<file path="src/rtl/keypad_scan_ctrl.sv">
// keypad_scan_ctrl: 4x4 hex keypad row scanner with column debounce and a key-event FIFO.
// Row strobes and column returns are active-low; accepted presses are queued as hex codes.
module keypad_scan_ctrl #(
    parameter int SETTLE_CYC   = 4,
    parameter int DEBOUNCE_CNT = 8,
    parameter int FIFO_DEPTH   = 4
) (
    input  logic                          clk,
    input  logic                          rst,
    input  logic [3:0]                    col,
    output logic [3:0]                    row,
    output logic                          key_valid,
    output logic [3:0]                    key_hex,
    input  logic                          key_ready,
    output logic [$clog2(FIFO_DEPTH):0]   fifo_count,
    output logic                          overflow,
    input  logic                          ovf_clr
);
    localparam int AW = $clog2(FIFO_DEPTH);
    localparam int CW = AW + 1;
    localparam int SW = $clog2(SETTLE_CYC);
    // Indexed by {row, low column}; nibble 0 is (r0,c0), nibble 15 is (r3,c3).
    localparam logic [63:0] KEY_MAP = 64'h147F_2580_369E_ABCD;

    typedef enum logic [1:0] {SCAN, DEB_PRESS, HELD, DEB_REL} state_t;

    state_t          state_q;
    logic [3:0]      sync_q;
    logic [3:0]      col_s_q;
    logic [1:0]      r_q;
    logic [SW-1:0]   set_q;
    logic [7:0]      deb_q;
    logic [3:0]      pat_q;
    logic [3:0]      hex_q;
    logic [3:0]      mem_q [FIFO_DEPTH];
    logic [AW-1:0]   wp_q;
    logic [AW-1:0]   rp_q;
    logic [CW-1:0]   cnt_q;
    logic [CW-1:0]   cnt_d;
    logic            ovf_q;
    logic [1:0]      c_idx;
    logic            one_low;
    logic            match;
    logic            deb_done;
    logic            push;
    logic            pop;
    logic            full;
    logic            wr;

    assign c_idx    = !col_s_q[0] ? 2'd0 : !col_s_q[1] ? 2'd1 : !col_s_q[2] ? 2'd2 : 2'd3;
    assign one_low  = $onehot(~col_s_q);
    assign match    = col_s_q == pat_q;
    assign deb_done = deb_q == 8'(DEBOUNCE_CNT - 1);
    assign push     = state_q == DEB_PRESS && match && deb_done;
    assign pop      = key_valid && key_ready;
    assign full     = cnt_q == CW'(FIFO_DEPTH);
    // A push into a full queue still lands when the head leaves in the same cycle.
    assign wr       = push && (!full || pop);
    assign cnt_d    = cnt_q + CW'(wr) - CW'(pop);

    assign row        = ~(4'b0001 << r_q);
    assign key_valid  = cnt_q != '0;
    assign key_hex    = mem_q[rp_q];
    assign fifo_count = cnt_q;
    assign overflow   = ovf_q;

    always_ff @(posedge clk or posedge rst) begin
        if (rst) begin
            sync_q  <= 4'hF;
            col_s_q <= 4'hF;
        end else begin
            sync_q  <= col;
            col_s_q <= sync_q;
        end
    end

    always_ff @(posedge clk or posedge rst) begin
        if (rst) begin
            state_q <= SCAN;
            r_q     <= '0;
            set_q   <= '0;
            deb_q   <= '0;
            pat_q   <= 4'hF;
            hex_q   <= '0;
        end else begin
            case (state_q)
                SCAN: begin
                    if (set_q == SW'(SETTLE_CYC - 1)) begin
                        set_q <= '0;
                        if (one_low) begin
                            pat_q   <= col_s_q;
                            hex_q   <= KEY_MAP[{r_q, c_idx, 2'b00} +: 4];
                            deb_q   <= '0;
                            state_q <= DEB_PRESS;
                        end else begin
                            r_q <= r_q + 2'd1;
                        end
                    end else begin
                        set_q <= set_q + 1'b1;
                    end
                end
                DEB_PRESS: begin
                    if (!match) begin
                        r_q     <= r_q + 2'd1;
                        state_q <= SCAN;
                    end else if (deb_done) begin
                        state_q <= HELD;
                    end else begin
                        deb_q <= deb_q + 8'd1;
                    end
                end
                HELD: begin
                    if (col_s_q == 4'hF) begin
                        deb_q   <= '0;
                        state_q <= DEB_REL;
                    end
                end
                DEB_REL: begin
                    if (col_s_q != 4'hF) begin
                        state_q <= HELD;
                    end else if (deb_done) begin
                        r_q     <= r_q + 2'd1;
                        state_q <= SCAN;
                    end else begin
                        deb_q <= deb_q + 8'd1;
                    end
                end
                default: state_q <= SCAN;
            endcase
        end
    end

    always_ff @(posedge clk or posedge rst) begin
        if (rst) begin
            for (int i = 0; i < FIFO_DEPTH; i++) mem_q[i] <= '0;
            wp_q  <= '0;
            rp_q  <= '0;
            cnt_q <= '0;
            ovf_q <= 1'b0;
        end else begin
            if (wr) begin
                mem_q[wp_q] <= hex_q;
                wp_q        <= wp_q + 1'b1;
            end
            if (pop) rp_q <= rp_q + 1'b1;
            cnt_q <= cnt_d;
            ovf_q <= (push && full && !pop) ? 1'b1 : ovf_clr ? 1'b0 : ovf_q;
        end
    end
endmodule

</file>
<file path="config.mk">
export PLATFORM = sky130hd
export DESIGN_NAME = keypad_scan_ctrl
export DESIGN_NICKNAME = d
export VERILOG_FILES = /design/src/rtl/keypad_scan_ctrl.sv
export SDC_FILE = /design/constraint.sdc
export NUM_CORES = 1
export LEC_CHECK = 0
export ABC_AREA = 1
export CAP_MARGIN = 0
export CELL_PAD_IN_SITES_DETAIL_PLACEMENT = 1
export CELL_PAD_IN_SITES_GLOBAL_PLACEMENT = 1
export CORE_MARGIN = 1.5
export CORE_UTILIZATION = 30
export CTS_CLUSTER_DIAMETER = 100
export CTS_CLUSTER_SIZE = 12
export DETAILED_ROUTE_END_ITERATION = 8
export GPL_TIMING_DRIVEN = 0
export PLACE_DENSITY = 0.61
export RECOVER_POWER = 50
export SLEW_MARGIN = 20
export SYNTH_ARGS = -nofsm -noshare
export SYNTH_HDL_FRONTEND = slang
export SYNTH_SLANG_ARGS = --single-unit
</file>
<file path="constraint.sdc">
create_clock -name clk -period 2.5 [get_ports clk]
set_clock_uncertainty 0.2 [all_clocks]
set_input_delay 0.5 -clock clk [delete_from_list [all_inputs] [get_ports clk]]
set_output_delay 0.5 -clock clk [all_outputs]
set_load 0.005 [all_outputs]
</file>
==> metrics.csv, run 1 <==
metric,value,unit
CP arrival,2.54,ns
relative max-transition margin,21.9,%
GRT overflow,0,
Pins Over Slew Limit,0,
startpoint types,register,
Synth Area in Adders,8.25,%
reg2reg start,col_s_q[1],
number of setup violations in the final report,13,
Die Ht,102,um
Clk pwr share,17.5,%
number of global-route vias before repair,2541,
WL met2,3640,um
Port Buf Inserts,20,
"commonest non-fill, non-tap cell in the layout",nand2_1,
pin count of the biggest net entering global routing,55,
std cell rows,35,
antenna cells,0,
min cycle time layout,2.55,ns
compound-cell area share of the yosys netlist,8.17,%
CTS Buf Count,5,
CP endpoint,deb_q[1],
switching power share of the total,36.9,%
Yosys cell types,34,
post-synthesis mux area share,0,%
overall die area,0.0103,sq mm
Switch Pwr,1.09,mW
Pint,1.87,mW
I/O pin count,21,
antenna violations before repair,0,
Max Clock Freq,392,MHz
Post-Synthesis Cells,340,
first-pass GRT wire length,12200,um
register bit total from synthesis,54,
post-route ant nets,0,
htree depth,2,
Comb power frac,40.2,%
most frequent cells in the layout,"nand2_1 (95), dfrtp_1 (40), inv_1 (27), buf_4 (25), nand4_1 (21)",
xor/xnor cell area share of the yosys netlist,2.41,%
final wirelength,7100,um
Post-Synth Simple-Gate Area,27.4,%
GRT Resource Usage Total,15.0,%
reg2reg path depth,11,
Clock Path Buffers,2,
DRC violation count after routing,0,
main flop type after synthesis,dfrtp_1,
Iter 0 DRT Violations,58,
clk root buf,clkbuf_8,
register area share after synthesis,46.9,%
clk_lat worst skew,0.31,ns
RSZ-0062 raised after global routing,true,
hpwl dp,4900,um
PnR Total Power,2.96,mW
ys async rst share,100,%
status,"complete, but fails checks",
share of layout cells above drive strength 1,25.0,%
maximum vdd ir drop,0.000257,V
hold_ws,0.161,ns
DR WL met3,146,um
Worst Setup SP,col_s_q[1],
worst flop-to-flop path endpoint,deb_q[1],
Max-Cap Viols,0,
final net count,417,
P&R area growth vs syn,26.5,%
initial core utilization,31.2,%
post-synthesis cell area,0.00291,sq mm
Non-Filler Instances,521,
reg-to-reg setup timing slack,-0.05,ns
Hold Crit Class,reg2reg,
Syn. warnings,0,
Tcrit/Tclk final,102,%
core area,0.00933,sq mm
clock-pin slew of the registers on the worst-case setup and hold paths,0.10,ns
Slew @ Worst Pin,1.17,ns
Reg power frac,42.3,%
length of routed wiring on met1,3270,um
Crit Path Category,reg2reg,
Post-synth EDFFs,0,
top sig layer,met4,
DR vias,2395,
Worst Setup End Kind,register,
placed insts,489,
CTS tree,built,
Final Hold Vio Count,0,
die outline width,102,um
P_leak,1.74,nW
CTS sink count,54,
"critical path fanouts, max",5,
Syn Nets,366,
worst endpoint required time,2.49,ns
min setup slack post-route,-0.0521,ns
main combinational cell family by area after synthesis,simple AND/OR/NAND/NOR gates,
GPL Wtd Cong,0.762,
Cell Pwr Density,804,mW/mm^2
TritonRoute pass-1 iters,4,
routed vias/inst,4.60,
failing checks,setup timing,
"Avg Cell Area, Syn",8.56,sq um
per-cell routed wire length,13.6,um
[worst min-delay path by stage]
| stage | start | endpoint | slack [ns] | cells past startpoint |
|---|---|---|---|---|
| 2_1_floorplan | sync_q[0] | col_s_q[0] | 0.15 | 0 |
| 3_3_place_gp | sync_q[3] | col_s_q[3] | 0.15 | 0 |
| 3_5_place_dp | sync_q[0] | col_s_q[0] | 0.15 | 0 |
| 4_1_cts | sync_q[2] | col_s_q[2] | 0.16 | 0 |
| 5_1_grt | sync_q[1] | col_s_q[1] | 0.16 | 0 |
| 6_report | sync_q[0] | col_s_q[0] | 0.16 | 0 |
[critical path, cell delays in order, from the launching register on]
cell     delay [ns]
dfstp_2        0.60
fa_1           0.45
inv_2          0.09
ha_4           0.14
ha_4           0.20
nor3b_4        0.20
a21oi_2        0.08
nor2_2         0.15
nand2_2        0.10
buf_6          0.15
nand2_1        0.05
nand2_1        0.05
[through the flow]
step,util [%],setup TNS (ns),cell area [sq um],setup WS (ns)
2_1_floorplan,-,-0.0335,2940,-0.0335
3_3_place_gp,35.4,-32.01,3300,-0.666
3_5_place_dp,35.4,-3.29,3310,-0.368
4_1_cts,38.7,-1.50,3610,-0.109
5_1_grt,39.5,-2.65,3680,-0.185
6_report,39.5,-0.374,3680,-0.0521
[layout make-up]
class | instances | area [sq um]
Tap cell | 129 | 161
Sequential cell | 54 | 1370
Fill cell | 1123 | 5650
Clock inverter | 2 | 12.5
Timing Repair Buffer | 45 | 392
Clock buffer | 6 | 82.6
Inverter | 39 | 146
Multi-Input combinational cell | 240 | 1470
Buffer | 6 | 52.6
[power by group through the flow]
stage               sequential, mW  clock [mW]  combinational [mW]
finish                        1.25       0.519                1.19
floorplan                     1.21           0               0.658
CTS                           1.26       0.543                1.10
global placement              1.26           0               0.996
global route                  1.28       0.582                1.37
detailed placement            1.27           0                1.03
[routing by layer]
layer  vias to the layer above  track usage [%]
li1                       1203                -
met1                      1171             18.9
met2                        17             27.0
met3                         4             2.28
met4                         0             3.21
met5                         -                0
[synth_stat cells, types with 2 or more instances]
| master | count | area [sq um] |
|---|---|---|
| o21ai_1 | 8 | 40.0 |
| o22ai_1 | 4 | 25.0 |
| o21ai_0 | 18 | 90.1 |
| dfrtp_1 | 42 | 1050 |
| inv_1 | 32 | 120 |
| inv_2 | 7 | 26.3 |
| xor2_1 | 4 | 35.0 |
| xnor2_1 | 4 | 35.0 |
| nor2_2 | 2 | 12.5 |
| nand4_1 | 21 | 131 |
| dfstp_2 | 12 | 315 |
| nand2_1 | 104 | 390 |
| clkbuf_1 | 2 | 7.51 |
| nand2_2 | 2 | 12.5 |
| nor2_4 | 4 | 45.0 |
| a21oi_1 | 8 | 40.0 |
| nor2_1 | 20 | 75.1 |
| buf_6 | 3 | 33.8 |
| ha_1 | 16 | 200 |
| nand3_2 | 2 | 20.0 |
| nand3_1 | 11 | 55.1 |
| fa_1 | 2 | 40.0 |
[timing repair]
| action | CTS | global route |
|---|---|---|
| resized for setup | 16 | 18 |
| setup endpoints to repair | 27 | 24 |
| endpoints found under the hold margin | 0 | 0 |
| hold buffers | 0 | 0 |
| gates cloned | 1 | 0 |
| pin swaps | 16 | 16 |
| setup buffers | 20 | 5 |
[state kept, by name, summed over array words and instances, names as in the netlist, 2 cells and up]
register	count
col_s_q	4
deb_q	8
fifo_count	3
hex_q	4
mem_q	16
pat_q	4
r_q	2
rp_q	2
set_q	2
state_q	2
sync_q	4
wp_q	2
[kinds of logic (layout without fill, tap and decap cells)]
logic type	after synthesis	in the layout
DFF	54	54
and+or+nand+nor	171	171
xor gates and xnor gates	8	8
AOI/OAI and AO/OA	43	43
adders and majority gates	18	18
buffers and inverters	46	98
No activity file was read; power rests on OpenSTA's default activity.
==> inputs of run 2 (changes only) <==
--- a/config.mk
+++ b/config.mk
@@ -12,10 +12,11 @@
 export CORE_MARGIN = 1.5
 export CORE_UTILIZATION = 30
 export CTS_CLUSTER_DIAMETER = 100
-export CTS_CLUSTER_SIZE = 12
+export CTS_CLUSTER_SIZE = 28
 export DETAILED_ROUTE_END_ITERATION = 8
+export DONT_BUFFER_PORTS = 1
 export GPL_TIMING_DRIVEN = 0
-export PLACE_DENSITY = 0.61
+export PLACE_DENSITY = 0.58
 export RECOVER_POWER = 50
 export SLEW_MARGIN = 20
 export SYNTH_ARGS = -nofsm -noshare
==> run 2 against run 1 <==
  * The flow still finishes with violations (setup timing)
  * Routed wire length down 2.8%
  * Worst hold slack lost 0.097 ns
  * Non-clock buffer count decreased by 12
  * Sequential power is essentially flat
  * Power decreased by 7.8%
  * Combinational power is 20% lower
  * Core utilization is 1.0 points lower
  * Sequential cell count did not move
  * Via count decreased by 1.5%
  * Cell area shrank 2.7%
  * Critical path type unchanged
  * Largest cell class unchanged
  * Largest power group unchanged
==> metrics.csv, run 2 (synthesis results as in run 1) <==
metric,value,unit
status,"complete, but fails checks",
failing checks,setup timing,
die outline width,102,um
TritonRoute pass-1 iters,4,
crit-path most repeated cell,inv_2,
Hold Startpoint,ovf_clr,
htree depth,2,
Die Ht,102,um
Max-Cap Viols,0,
hpwl dp,4880,um
Clock Path Buffers,2,
Max Clock Freq,393,MHz
std cell rows,35,
clk root buf,clkbuf_8,
placed insts,469,
initial core utilization,31.2,%
number of global-route vias before repair,2432,
worst endpoint required time,2.52,ns
worst flop-to-flop path endpoint,fifo_count[1],
hold_ws,0.0644,ns
P_leak,1.71,nW
final wirelength,6900,um
"critical path fanouts, max",3,
CTS tree,built,
routed vias/inst,4.64,
"Most flops, register",mem_q,
Cell Pwr Density,761,mW/mm^2
Comb power frac,35.1,%
Reg power frac,46.4,%
post-route ant nets,0,
Worst Setup End Kind,register,
GRT overflow,0,
DR vias,2360,
reg2reg start,col_s_q[1],
max reg flops,16,
maximum vdd ir drop,0.000250,V
Final Hold Vio Count,0,
Slew @ Worst Pin,1.17,ns
GPL Wtd Cong,0.809,
Hold Crit Class,in2reg,
Non-Filler Instances,509,
Crit Path Category,reg2reg,
pin count of the biggest net entering global routing,55,
reg2reg path depth,14,
Tcrit/Tclk final,102,%
hold depth,1,
Worst Setup SP,col_s_q[1],
CTS sink count,54,
Worst path slowest cell,dfstp_2,
Pins Over Slew Limit,0,
CP top delay family,adder cells,
antenna violations before repair,0,
min cycle time layout,2.54,ns
Clk pwr share,18.6,%
reg-to-reg setup timing slack,-0.04,ns
CP Cell Sequence,"buf_4, inv_2, nand2_2, nand2_2, nor2_4, nand3_4, nor2_4, nand2_4, ha_4, inv_2, ha_4, inv_2, fa_2, inv_1",
Hold EP,overflow,
"commonest non-fill, non-tap cell in the layout",nand2_1,
first-pass GRT wire length,11700,um
final net count,405,
clk_lat worst skew,0.31,ns
fill count,1143,
switching power share of the total,38.9,%
most frequent cells in the layout,"nand2_1 (88), dfrtp_1 (42), inv_1 (29), buf_4 (26), nand4_1 (21)",
Iter 0 DRT Violations,53,
top flop regs,"mem_q: 16 flops, deb_q: 8 flops",
post-layout util,38.4,%
per-cell routed wire length,13.6,um
DRC violation count after routing,0,
number of setup violations in the final report,8,
P&R area growth vs syn,23.1,%
RSZ-0062 raised after global routing,true,
antenna cells,0,
startpoint types,register,
PnR Total Power,2.73,mW
Slowest Stage Delay on Critical Path,0.57,ns
overall die area,0.0103,sq mm
core area,0.00933,sq mm
clock-pin slew of the registers on the worst-case setup and hold paths,0.11,ns
Buf/Inv on CP,5,
GRT Resource Usage Total,14.4,%
Port Buf Inserts,0,
Pint,1.67,mW
I/O pin count,21,
CTS Buf Count,5,
share of layout cells above drive strength 1,27.4,%
CP arrival,2.57,ns
Switch Pwr,1.06,mW
relative max-transition margin,22.0,%
min setup slack post-route,-0.0449,ns
[run 2: per-layer routing]
metal / vias to the layer above / global-route usage [%] / part of all wire (%)
met2: 17 / 26.5 / 52
met4: 0 / 3.85 / 1.1
met3: 8 / 2.35 / 1.6
li1: 1174 / - / -
met1: 1161 / 17.3 / 45
met5: - / 0 / 0
[run 2: what timing repair did]
item,in CTS,in global routing
pin swaps,19,11
endpoints found under the hold margin,37,0
setup endpoints to repair,21,21
hold buffers,5,0
setup buffers,15,12
resized for setup,24,12
gates cloned,1,1
[run 2: metrics by stage]
step / area, sq um / setup TNS (ns) / setup slack (ns)
CTS: 3450 / -1.12 / -0.109
floorplan: 2940 / -0.0335 / -0.0335
detailed placement: 3110 / -3.34 / -0.258
global route: 3580 / -2.34 / -0.182
global placement: 3100 / -13.64 / -0.270
finish: 3580 / -0.212 / -0.0449
[run 2: how the worst max path moves through the flow]
stage	slack (ns)	end	depth (start not counted)
after floorplan	-0.03	fifo_count[1]	14
after global placement	-0.27	hex_q[0]	1
after detailed placement	-0.26	fifo_count[1]	14
after CTS	-0.11	deb_q[3]	11
after global routing	-0.18	deb_q[4]	11
final	-0.04	fifo_count[1]	14
[run 2: area by class of cell]
type	count	area [sq um]	area share [%]
timing repair buffer	33	285	7.96
sequential	54	1370	38.1
multi-input combinational	240	1490	41.4
clock buffer	5	68.8	1.92
inverter	39	146	4.08
tap	129	161	4.50
buffer	6	52.6	1.47
clock inverter	3	18.8	0.524
[run 2: power by group through the flow]
stage	combinational (mW)	clock (mW)	sequential (mW)
floorplan	0.658	0	1.21
global placement	0.780	0	1.27
detailed placement	0.819	0	1.28
CTS	0.922	0.531	1.26
global route	1.10	0.565	1.30
finish	0.957	0.507	1.27
